--- config.mk ---
export PLATFORM = sky130hd
export DESIGN_NAME = basic_producer
export DESIGN_NICKNAME = d
export VERILOG_FILES = /design/src/rtl/basic_producer.sv
export SDC_FILE = /design/constraint.sdc
export NUM_CORES = 1
export LEC_CHECK = 0
export ABC_AREA = 1
export BUFFER_PORTS_ARGS = -buffer_cell sky130_fd_sc_hd__buf_2
export CAP_MARGIN = 20
export CORE_MARGIN = 10
export CORE_UTILIZATION = 30
export CTS_BUF_LIST = sky130_fd_sc_hd__clkbuf_2
export DETAILED_ROUTE_END_ITERATION = 10
export PLACE_DENSITY = 0.46
export SETUP_SLACK_MARGIN = 0.02
export SYNTH_ARGS = -nofsm -noshare
export SYNTH_HDL_FRONTEND = slang
export SYNTH_SLANG_ARGS = --single-unit
--- constraint.sdc ---
create_clock -name clk -period 6.85 [get_ports clk]
set_input_delay 1.0275 -clock clk [delete_from_list [all_inputs] [get_ports clk]]
set_output_delay 1.0275 -clock clk [all_outputs]
set_load 0.05 [all_outputs]
--- src/rtl/basic_producer.sv ---
// Command-driven burst producer: accepts a signed burst length, then emits
// up to MAX_BURST consecutive values of a persistent 32-bit counter.
//
// state   | meaning
// --------+------------------------------------------------------------
// ST_IDLE | section_idle: cmd_in_notify=1, waiting for a positive command
// ST_SEND | section_send: b_out_notify=1, word held until b_out_sync
module basic_producer #(
  parameter int MAX_BURST = 16
) (
  input  logic               clk,
  input  logic               rst,
  input  logic signed [31:0] cmd_in,
  input  logic               cmd_in_sync,
  output logic               cmd_in_notify,
  output logic signed [31:0] b_out,
  input  logic               b_out_sync,
  output logic               b_out_notify
);

  localparam int REM_W = $clog2(MAX_BURST + 1);
  localparam logic signed [31:0] MAX_S = 32'(MAX_BURST);

  typedef enum logic {
    ST_IDLE = 1'b0,
    ST_SEND = 1'b1
  } state_t;

  state_t             state_q, state_d;
  logic [31:0]        x_signal_q, x_signal_d;
  logic [REM_W-1:0]   rem_q, rem_d;
  logic signed [31:0] b_out_q, b_out_d;
  logic               b_notify_q, b_notify_d;
  logic               cmd_notify_q, cmd_notify_d;
  logic [REM_W-1:0]   burst_len;

  // Clamp is only meaningful for positive commands; negatives never reach rem_d.
  assign burst_len = (cmd_in > MAX_S) ? MAX_S[REM_W-1:0] : cmd_in[REM_W-1:0];

  always_ff @(posedge clk or posedge rst) begin
    if (rst) begin
      state_q      <= ST_IDLE;
      x_signal_q   <= '0;
      rem_q        <= '0;
      b_out_q      <= '0;
      b_notify_q   <= 1'b0;
      cmd_notify_q <= 1'b1;
    end else begin
      state_q      <= state_d;
      x_signal_q   <= x_signal_d;
      rem_q        <= rem_d;
      b_out_q      <= b_out_d;
      b_notify_q   <= b_notify_d;
      cmd_notify_q <= cmd_notify_d;
    end
  end

  always_comb begin
    state_d      = state_q;
    x_signal_d   = x_signal_q;
    rem_d        = rem_q;
    b_out_d      = b_out_q;
    b_notify_d   = b_notify_q;
    cmd_notify_d = cmd_notify_q;

    unique case (state_q)
      ST_IDLE: begin
        if (cmd_in_sync && (cmd_in > 32'sd0)) begin
          state_d      = ST_SEND;
          rem_d        = burst_len;
          b_out_d      = $signed(x_signal_q);
          b_notify_d   = 1'b1;
          cmd_notify_d = 1'b0;
        end
      end
      ST_SEND: begin
        if (b_out_sync) begin
          x_signal_d = x_signal_q + 32'd1;
          rem_d      = rem_q - REM_W'(1);
          if (rem_q > REM_W'(1)) begin
            b_out_d = $signed(x_signal_q + 32'd1);
          end else begin
            // Last word taken: b_out keeps its final value while idle.
            state_d      = ST_IDLE;
            b_notify_d   = 1'b0;
            cmd_notify_d = 1'b1;
          end
        end
      end
      default: begin
        state_d = ST_IDLE;
      end
    endcase
  end

  assign cmd_in_notify = cmd_notify_q;
  assign b_out_notify  = b_notify_q;
  assign b_out         = b_out_q;

endmodule

---- Word level (Yosys, flattened, before mapping) ----
Index checks and enable logic that the tools add are counted.
storage, ports and cells
  bits in read-only memories .............. 0
  RAM bits ................................ 0
  output and inout bits ................... 34
  register bits after elaboration ......... 72
  memories ................................ 0
  latch bits .............................. 0
operators by class
  equal/unequal tests ..................... 4
  order comparisons ....................... 3
  muxes and demuxes ....................... 20
  $mul .................................... 0
  bitwise logic cells ..................... 1
  divide/modulo/power cells ............... 0
  add/subtract/negate cells ............... 2
  reductions and logical operators ........ 5
  shift operators ......................... 0
operators by type and width
  cell                   number
  $mux 32                3
  $pmux 32 s2            1
  $add 32x1->32 const B  1
  $gt 32x1->1 const B    1
  $gt 32x6->1 const B    1
  $mux 5                 3
  $pmux 5 s2             1
  $mux 1                 9
  $ne 2x2->1 const B     3
  $pmux 1 s2             3
  $reduce_and 3->1       2
  $gt 5x1->1 const B     1
  $sub 5x1->5 const B    1
  $reduce_and 2->1       2
  $ne 2x1->1 const B     1
  $logic_and 1x1->1      1
  $not 1->1              1

---- Depth between registers and ports, before layout ----
Gate-level depths: netlist of the first run.
  word-level depth ........................ 4
  mapped depth ............................ 12

---- Worst setup path before layout of the first run ----
No wires, ideal clock.
  path kind ............................... input-to-reg
  from .................................... input port cmd_in[21]
  to ...................................... register b_out_q[10] (netlist: b_out[10])
  cell stages on the path ................. 10
  slack ................................... 4.842 ns
  library setup time ...................... 0.066 ns
  buffers on the path ..................... 1
  arrival time ............................ 1.942 ns
  cell sequence ........................... nor2_1 > nand2_1 > nor2_1 > nand2_1 > o21bai_2 > o21ai_2 > inv_2 > buf_2 > nand2_1 > nand2_1
between the ends
  cells in the longest elaborated chain, start to end .. 4
ends and longest elaborated chain
  what                               RTL line  RTL
  start, declared                    13        input logic signed [31:0] cmd_in,
  $gt 32x1->1                        68        if (cmd_in_sync && (cmd_in > 32'sd0)) begin
  $logic_and 1x1->1                  68
  $ne 2x2->1 (no source line)        -
  $reduce_and 3->1 (no source line)  -
  end signal, assigned               52        b_out_q <= b_out_d;
  end, declared                      32        logic signed [31:0] b_out_q, b_out_d;
No other way between the ends.
A chain may end at the register's enable or synchronous reset.

---- Worst setup path in the final report of the first run ----
  from .................................... register state_q
  to ...................................... register b_out_q[18] (netlist: b_out[18])
between the ends
  cells in the longest elaborated chain, start to end .. 3
  elaborated cells between the ends (all ways) .. 6
  those cells by class .................... eq/ne: 3; mux: 1; bitwise: 1; reduce/logical: 1
ends and longest elaborated chain
  what                               RTL line  RTL
  start, declared                    29        state_t state_q, state_d;
  start signal, assigned             49        state_q <= state_d;
  $not 1->1                          -
  $ne 2x2->1 (no source line)        -
  $reduce_and 3->1 (no source line)  -
Parallel ways exist; a longest one is shown, timed or not.

==> impl_metrics.json, run 1 <==
{
  "crit_start": "state_q",
  "endpoint_kind": "register",
  "setup_violations": 0,
  "synth.distinct_cells": 29,
  "worst_pin_slew_ns": 0.980,
  "powerDensity_mw_per_mm2": 338,
  "grt_max_degree": 73,
  "syn_area_mm2": 0.00448,
  "synth_edf_count": 0,
  "fin_crit_ns": 2.94,
  "grt_setup_unrepaired": "no",
  "max-slew-margin-rel": 0.347,
  "dieArea_mm2": 0.0202,
  "via_count": 4258,
  "detail-route-antenna-nets": 0,
  "antenna_found_initial": 1,
  "clock-skew-final_ns": 0.0322,
  "grt_pass1_vias": 4127,
  "hp-start": "b_out[17]",
  "design.core.area_mm2": 0.0146,
  "grt_pass1_wl_um": 20500,
  "yosysTopAreaCell": "dfrtp_1",
  "tritoncts": "yes",
  "yosys_warnings": 0,
  "synthFlopType": "dfrtp_1",
  "leakage_nw": 2.63,
  "rrSetupSlack_ns": 3.91,
  "cts-root-buf": "clkbuf_2",
  "final_cells": 943,
  "pin_count": 70,
  "timing.final.crit_share": 0.430,
  "rows": 44,
  "rr_worst_depth": 9,
  "cts.clk_slew.worst_paths_ns": 0.21,
  "slew_viol_final": 0,
  "ys_ff_latch": 72,
  "syn_nets": 731,
  "seq_area_frac_synth": 0.403,
  "crit_arrival_ns": 3.43,
  "yosys-top-cells-count": "317 x nand2_1, 76 x nor2_1, 71 x dfrtp_1",
  "synth_top_area_frac": 0.397,
  "peakVddDrop_mv": 0.108,
  "synthCells": 692,
  "min_to": "b_out[17]",
  "hold_path.class": "register to register",
  "drt-total-wl_um": 12500,
  "routedWlPerCell_um": 13.3,
  "cap_violations": 0,
  "min_path_cells": 2,
  "drt_iter0_markers": 321,
  "setup-tns-final_ns": 0,
  "h-tree-depth": 3,
  "async_flop_share": 1.00,
  "cts_hold_buf": 0,
  "drive_above_1_share": 0.152,
  "syn_area_per_cell_um2": 6.47,
  "drcViolationCount": 0,
  "crit_required_ns": 7.33,
  "r2r-start": "state_q",
  "fmax_ghz": 0.340,
  "chipWidth_um": 142,
  "port_buffers": 69,
  "globalplace.congestion": 0.861,
  "dpl.cell_count": 925,
  "cts_buffers": 9,
  "hold_violations": 0,
  "firstDrtPassIters": 4,
  "cp-start-kind": "register",
  "worst_skew_pair.late_latency_ns": 0.59,
  "yosysMostFrequentCell": "nand2_1",
  "grtUsageTotal": 0.126,
  "cts.sinks": 72,
  "area_growth_pct": 14.0,
  "clock_path_buffers": 2,
  "status": "finished clean",
  "gr-total-overflow": 0,
  "die_y_um": 142,
  "synthTopCellsByArea": "dfrtp_1 40%, nand2_1 27%, nor2_1 6.4%",
  "post_cts.repair.setup_buffers": 0,
  "dp_hpwl_um": 9180,
  "r2r-end": "b_out[18]",
  "path_max_fanout": 36,
  "initial_utilization": 0.307,
  "cts_resized": 0,
  "drt-vias-per-instance": 4.52,
  "nets": 792,
  "crit_type": "register to register"
}
-- critical path, cell delays in order, from the launching register on --
cell,delay (ns)
dfrtp_1,0.53
buf_4,0.31
inv_2,0.54
nand3_1,0.11
o21bai_2,0.34
o21ai_2,0.10
buf_4,0.35
inv_2,0.32
nand2_1,0.14
nand2_1,0.06
-- report_power, final --
part           internal [mW]  leakage (nW)  switching [mW]  total (mW)
logic                  0.226          1.61           0.580       0.806
clock network         0.0802        0.0628           0.172       0.252
registers              0.545         0.958           0.124       0.668
total                  0.851          2.63           0.875        1.73
-- registers in the layout (all words and copies together), names as in the netlist --
name           count
x_signal_q        32
b_out_notify       1
b_out             32
rem_q              5
state_q            1
cmd_in_notify      1
-- cell families after synthesis --
family / count (synthesis) / share of synthesized area
buffers and inverters: 91 / 0.0813
AOI/OAI and AO/OA: 52 / 0.0609
xor gates and xnor gates: 17 / 0.0366
DFF: 72 / 0.403
adders and majority gates: 3 / 0.00838
and+or+nand+nor: 457 / 0.410
-- cell type report --
type	count	area (um^2)
clock buffer	9	45.0
antenna	1	2.50
multi-input combinational	529	2310
clock inverter	7	62.6
fill	1587	9480
inverter	68	255
sequential	72	1800
timing repair buffer	73	395
tap	184	230
-- stage by stage --
| step | area [um^2] | hold WS [ns] | power, mW | util | worst slack (ns) |
|---|---|---|---|---|---|
| 2_1_floorplan | 4480 | 0.498 | 1.29 | - | 4.00 |
| 3_3_place_gp | 4970 | 0.452 | 1.48 | 0.340 | 3.22 |
| 3_5_place_dp | 4970 | 0.455 | 1.49 | 0.340 | 3.05 |
| 4_1_cts | 5070 | 0.499 | 1.75 | 0.348 | 3.67 |
| 5_1_grt | 5100 | 0.525 | 1.88 | 0.350 | 3.62 |
| 6_report | 5100 | 0.496 | 1.73 | 0.350 | 3.91 |
-- layer usage --
metal	vias to the layer above	track usage	routed length, um
li1	2230	-	-
met1	1908	0.162	6160
met2	103	0.199	5500
met3	17	0.0280	669
met4	0	0.0533	221
met5	-	0	0
-- worst max path at each step --
stage	end	depth (start not counted)	slack, ns
after floorplan	b_out[0]	1	4.00
after global placement	x_signal_q[31]	5	3.22
after detailed placement	x_signal_q[14]	4	3.05
after CTS	x_signal_q[9]	3	3.67
after global routing	b_out[2]	9	3.62
final	b_out[18]	9	3.91
-- placed cells by master, fill, tap and decap left out, drive strengths merged, types with 3 or more instances in the layout --
cell,instances
nor2,85
nand3,46
ha,3
nand2,323
o21ai,49
clkbuf,9
clkinv,5
buf,73
dfrtp,71
xor2,15
inv,67
Note: power is estimated with default switching activity, not from simulation.
==> run 2, diff against run 1 <==
PLACE_DENSITY = 0.47   (was 0.46)
clock period = 2.6 ns   (was 6.85 ns; I/O delays follow)
==> run 2 against run 1 <==
- register-to-register slack worse by 3.3 ns
- first-iteration DRC count shrank 43%
- fmax is 50% higher
- count of clock-buffer cells in the layout grew 3
- die area did not move
- sequential cell count is the same
- clock power rose by 120%
- critical endpoint unchanged
- largest cell class unchanged
- largest power group unchanged
==> impl_metrics.json, run 2 (synthesis gave the netlist of run 1 again) <==
{
  "drive_above_1_share": 0.157,
  "cap_violations": 0,
  "slew_viol_final": 0,
  "fillers": 1583,
  "grt_setup_unrepaired": "no",
  "place_area_mm2": 0.00502,
  "cts.clk_slew.worst_paths_ns": 0.21,
  "nets": 797,
  "worst_pin_slew_ns": 0.606,
  "grt_pass1_vias": 4299,
  "rr_worst_depth": 5,
  "cts_resized": 0,
  "cts.sinks": 72,
  "endpoint_kind": "register",
  "crit_arrival_ns": 2.48,
  "powerDensity_mw_per_mm2": 875,
  "drt_iter0_markers": 183,
  "drt-vias-per-instance": 4.47,
  "dp_hpwl_um": 9190,
  "via_count": 4242,
  "grtUsageTotal": 0.130,
  "cp-start-kind": "register",
  "finish.utilization": 0.350,
  "design.core.area_mm2": 0.0146,
  "layout_commonest_cell": "nand2_1",
  "port_buffers": 69,
  "max-slew-margin-rel": 0.595,
  "timing.final.crit_share": 0.756,
  "crit_required_ns": 3.12,
  "layout_common_cells": "317 x nand2_1, 76 x nor2_1, 71 x dfrtp_1",
  "setup_violations": 0,
  "crit_type": "register to register",
  "met1_usage": 0.166,
  "setup-tns-final_ns": 0,
  "setup_slack_ns": 0.633,
  "initial_utilization": 0.307,
  "status": "finished clean",
  "peakVddDrop_mv": 0.339,
  "met2_usage": 0.204,
  "detail-route-antenna-nets": 0,
  "grt.met3_usage": 0.0340,
  "clock_path_buffers": 2,
  "path_max_fanout": 32,
  "fin_crit_ns": 1.97,
  "gr-total-overflow": 0,
  "cts-root-buf": "clkbuf_2",
  "dieArea_mm2": 0.0202,
  "worst_skew_pair.late_latency_ns": 0.56,
  "area_growth_pct": 14.1,
  "place_ws_ns": 0.620,
  "firstDrtPassIters": 7,
  "clock-skew-final_ns": 0.0313,
  "cts_hold_buf": 1,
  "h-tree-depth": 3,
  "hold_path.class": "primary input to register",
  "antenna_found_initial": 1,
  "grt_pass1_wl_um": 21300,
  "fmax_ghz": 0.508,
  "pin_count": 70,
  "routedWlPerCell_um": 13.2,
  "timing.hold.ws_ns": 0.111,
  "leakage_nw": 2.65,
  "post_cts.repair.setup_buffers": 0,
  "min_path_cells": 4,
  "busiest_layer": "met2",
  "grt_max_degree": 73,
  "globalplace.congestion": 0.920,
  "drt-total-wl_um": 12600,
  "rows": 44,
  "die_y_um": 142,
  "drcViolationCount": 0,
  "cts_buffers": 9,
  "final_area_mm2": 0.00511,
  "hold_violations": 0,
  "tritoncts": "yes",
  "chipWidth_um": 142
}
[run 2: cell type report]
cell class / count / area (um^2) / area share
Antenna cell: 1 / 2.50 / 0.000490
Sequential cell: 72 / 1800 / 0.353
Clock inverter: 4 / 21.3 / 0.00416
Inverter: 68 / 255 / 0.0499
Timing Repair Buffer: 78 / 428 / 0.0837
Tap cell: 184 / 230 / 0.0450
Multi-Input combinational cell: 529 / 2310 / 0.452
Clock buffer: 12 / 60.1 / 0.0118
[run 2: per-layer routing]
metal  vias to the layer above  routed length [um]
met5                         -                   0
met4                         0                 244
met3                        15                 853
met2                       106                5470
met1                      1875                6000
li1                       2246                   -
[run 2: metrics by stage]
| stage | std cells | total power, mW |
|---|---|---|
| 6_report | 948 | 4.47 |
| 5_1_grt | 948 | 4.89 |
| 4_1_cts | 947 | 4.54 |
| 3_5_place_dp | 930 | 3.98 |
| 3_3_place_gp | 930 | 3.94 |
| 2_1_floorplan | 692 | 3.39 |
[run 2: final timing paths]
kind,start,end,slack [ns]
setup / recovery,state_q,b_out[18],0.63
hold / removal,b_out_sync,state_q,0.11
setup reg to reg,state_q,b_out[18],0.63
hold reg to reg,b_out[29],b_out[29],0.49
max in group asynchronous,rst,cmd_in_notify,1.80
min in group asynchronous,rst,b_out[6],0.43
[run 2: critical path: stages, from the launching register on]
cell     delay, ns
dfrtp_1       0.68
nand2_1       0.35
o21ai_2       0.26
buf_4         0.38
nand3_1       0.16
nand2_1       0.09
[run 2: power by group]
| part | internal [mW] | switching, mW |
|---|---|---|
| Sequential | 1.43 | 0.332 |
| Clock | 0.131 | 0.422 |
| Combinational | 0.606 | 1.54 |
==> run 3, diff against run 2 <==
ABC_AREA = 0   (was 1)
PLACE_DENSITY = 0.46   (was 0.47)
clock period = 1.9 ns   (was 2.6 ns; I/O delays follow)
==> run 3 against run 2 <==
- die area fell by 9.4%
- first-iteration DRC count down 13%
- critical endpoint is now b_out[11]
- sequential cell count unchanged
- clock power is 51% higher
- clock skew about the same
- global-route usage is 2.0 points lower
- critical path depth grew 4
- sequential power rose by 9%
- fmax rose by 5.4%
- wire length down 22%
- final cell count is 30% lower
==> impl_metrics.json, run 3 <==
{
  "status": "finished clean",
  "clock-skew-final_ns": 0.0316,
  "initial_utilization": 0.304,
  "crit_arrival_ns": 2.28,
  "max_stage_delay_ns": 0.44,
  "routedWlPerCell_um": 14.8,
  "grt_pass1_vias": 3301,
  "cts_buffers": 9,
  "worst_pin_slew_ns": 0.434,
  "yosys-top-cells-count": "71 x dfrtp_1, 33 x xnor2_1, 32 x nand2_1",
  "synth_top_area_frac": 0.445,
  "yosysTopAreaCell": "dfrtp_1",
  "crit_required_ns": 2.31,
  "hold_path.class": "primary input to register",
  "syn_nets": 400,
  "hold_violations": 0,
  "gr-total-overflow": 0,
  "drt-total-wl_um": 9780,
  "yosysMostFrequentCell": "dfrtp_1",
  "firstDrtPassIters": 4,
  "endpoint_kind": "register",
  "grt_max_degree": 73,
  "dp_hpwl_um": 7140,
  "fin_crit_ns": 1.87,
  "rows": 42,
  "globalplace.congestion": 0.799,
  "path_max_fanout": 8,
  "antenna_found_initial": 1,
  "setup_slack_ns": 0.0349,
  "layout_commonest_cell": "buf_2",
  "port_buffers": 69,
  "synthCells": 361,
  "cpMostUsedCell": "buf_12",
  "layout_common_cells": "69 x buf_2, 67 x dfrtp_1, 47 x buf_4",
  "place_ws_ns": -0.0878,
  "syn_area_mm2": 0.00399,
  "seq_area_frac_synth": 0.452,
  "timing.final.crit_share": 0.982,
  "ys_ff_latch": 72,
  "clock_path_buffers": 2,
  "cap_violations": 0,
  "cts-root-buf": "clkbuf_2",
  "chipWidth_um": 135,
  "fmax_ghz": 0.536,
  "final_area_mm2": 0.00516,
  "place_area_mm2": 0.00480,
  "grtUsageTotal": 0.111,
  "fillers": 1349,
  "cts.sinks": 72,
  "area_growth_pct": 29.4,
  "setup_violations": 0,
  "crit_path_top_delay_cell": "dfrtp_1",
  "design.core.area_mm2": 0.0131,
  "die_y_um": 135,
  "via_count": 3022,
  "peakVddDrop_mv": 0.642,
  "grt_pass1_wl_um": 16400,
  "powerDensity_mw_per_mm2": 964,
  "pin_count": 70,
  "h-tree-depth": 3,
  "tritoncts": "yes",
  "synthTopCellsByArea": "dfrtp_1 45%, mux2_4 11%, xnor2_1 7.2%",
  "crit_type": "register to register",
  "crit_chain": "inv_2 > ha_1 > nor2_2 > nor4_4 > o22ai_4 > buf_12 > buf_12 > buf_16 > mux2_4",
  "async_flop_share": 1.00,
  "cts.clk_slew.worst_paths_ns": 0.18,
  "drive_above_1_share": 0.420,
  "dieArea_mm2": 0.0183,
  "drt-vias-per-instance": 4.56,
  "cp-start-kind": "register",
  "drt_iter0_markers": 159,
  "grt_setup_unrepaired": "yes",
  "setup-tns-final_ns": 0,
  "nets": 520,
  "detail-route-antenna-nets": 0,
  "syn_area_per_cell_um2": 11.0,
  "leakage_nw": 2.54,
  "max-slew-margin-rel": 0.708,
  "drcViolationCount": 0,
  "slew_viol_final": 0,
  "worst_skew_pair.late_latency_ns": 0.52,
  "synth.distinct_cells": 48,
  "synth_edf_count": 0,
  "yosys_warnings": 0,
  "synthFlopType": "dfrtp_1"
}
-- run 3: changes by cell type after synthesis, moves of 8 or more --
| cell | delta |
|---|---|
| and4_1 | +8 |
| inv_1 | -55 |
| mux2_4 | +30 |
| nand2_1 | -285 |
| nand3_1 | -26 |
| nand4_1 | +13 |
| nor2_1 | -53 |
| nor3_1 | +14 |
| o21ai_0 | -44 |
| xnor2_1 | +31 |
| xor2_1 | +16 |
-- run 3: worst max-delay path, delay by kind of cell, from the launching register on --
kind	cells	cell delay (ns)
buffers and inverters	4	0.50
DFF	1	0.44
muxes	1	0.29
and+or+nand+nor	2	0.27
adders and majority gates	1	0.15
AOI/OAI and AO/OA	1	0.12
-- run 3: stage by stage --
step                      utilization  hold slack (ns)  instances  power [mW]
after global routing            0.393            0.127        663        5.32
after global placement          0.366            0.426        630        3.85
after CTS                       0.382           0.0807        653        4.91
after detailed placement        0.366            0.429        630        3.87
after floorplan                     -            0.461        361        3.31
final                           0.393            0.140        663        4.98
-- run 3: cell type report --
cell class	count	area [um^2]	area share
Antenna cell	1	2.50	0.000485
Clock buffer	12	60.1	0.0116
Clock inverter	4	45.0	0.00873
Inverter	8	33.8	0.00654
Multi-Input combinational cell	264	2110	0.409
Sequential cell	72	1810	0.350
Tap cell	176	220	0.0427
Timing Repair Buffer	126	882	0.171
-- run 3: final timing paths --
path	startpoint	endpoint	slack, ns	cells after the start
worst max-delay path	rem_q[1]	b_out[11]	0.03	9
worst max register to register	rem_q[1]	b_out[11]	0.03	9
max in group asynchronous	rst	b_out[25]	1.17	4
worst min-delay path	cmd_in[1]	rem_q[1]	0.14	5
min in group asynchronous	rst	b_out[6]	0.39	4
worst min register to register	x_signal_q[31]	x_signal_q[31]	0.50	1
-- run 3: metal layers --
layer / track usage / vias to the layer above / part of all wire
met3: 0.0312 / 10 / 0.054
met2: 0.171 / 59 / 0.46
li1: - / 1504 / -
met1: 0.141 / 1449 / 0.47
met4: 0.0490 / 0 / 0.015
met5: 0 / - / 0
-- run 3: power breakdown --
| group | switching [mW] | internal [mW] | total (mW) |
|---|---|---|---|
| registers | 0.188 | 1.74 | 1.93 |
| logic | 1.13 | 1.09 | 2.21 |
| clock network | 0.524 | 0.312 | 0.836 |
-- run 3: cells by family (layout without fill, tap and decap cells) --
kind of cell,count (synthesis),in the layout,synth area share
AND/OR/NAND/NOR,143,143,0.201
flip-flops,72,72,0.452
XOR/XNOR,62,62,0.136
multiplexers,35,35,0.126
buffers and inverters,25,150,0.0323
AO/OA/AOI/OAI,21,21,0.0423
adder cells (fa/ha/maj),3,3,0.00941
other,0,1,0
-- run 3: repair_timing --
action / 4_1_cts / 5_1_grt
setup endpoints to repair: 24 / 34
cloned: 1 / 1
hold buffers: 2 / 0
setup buffers: 4 / 8
pin swaps: 2 / 6
hold endpoints to repair: 72 / 0
gates resized for setup: 6 / 15
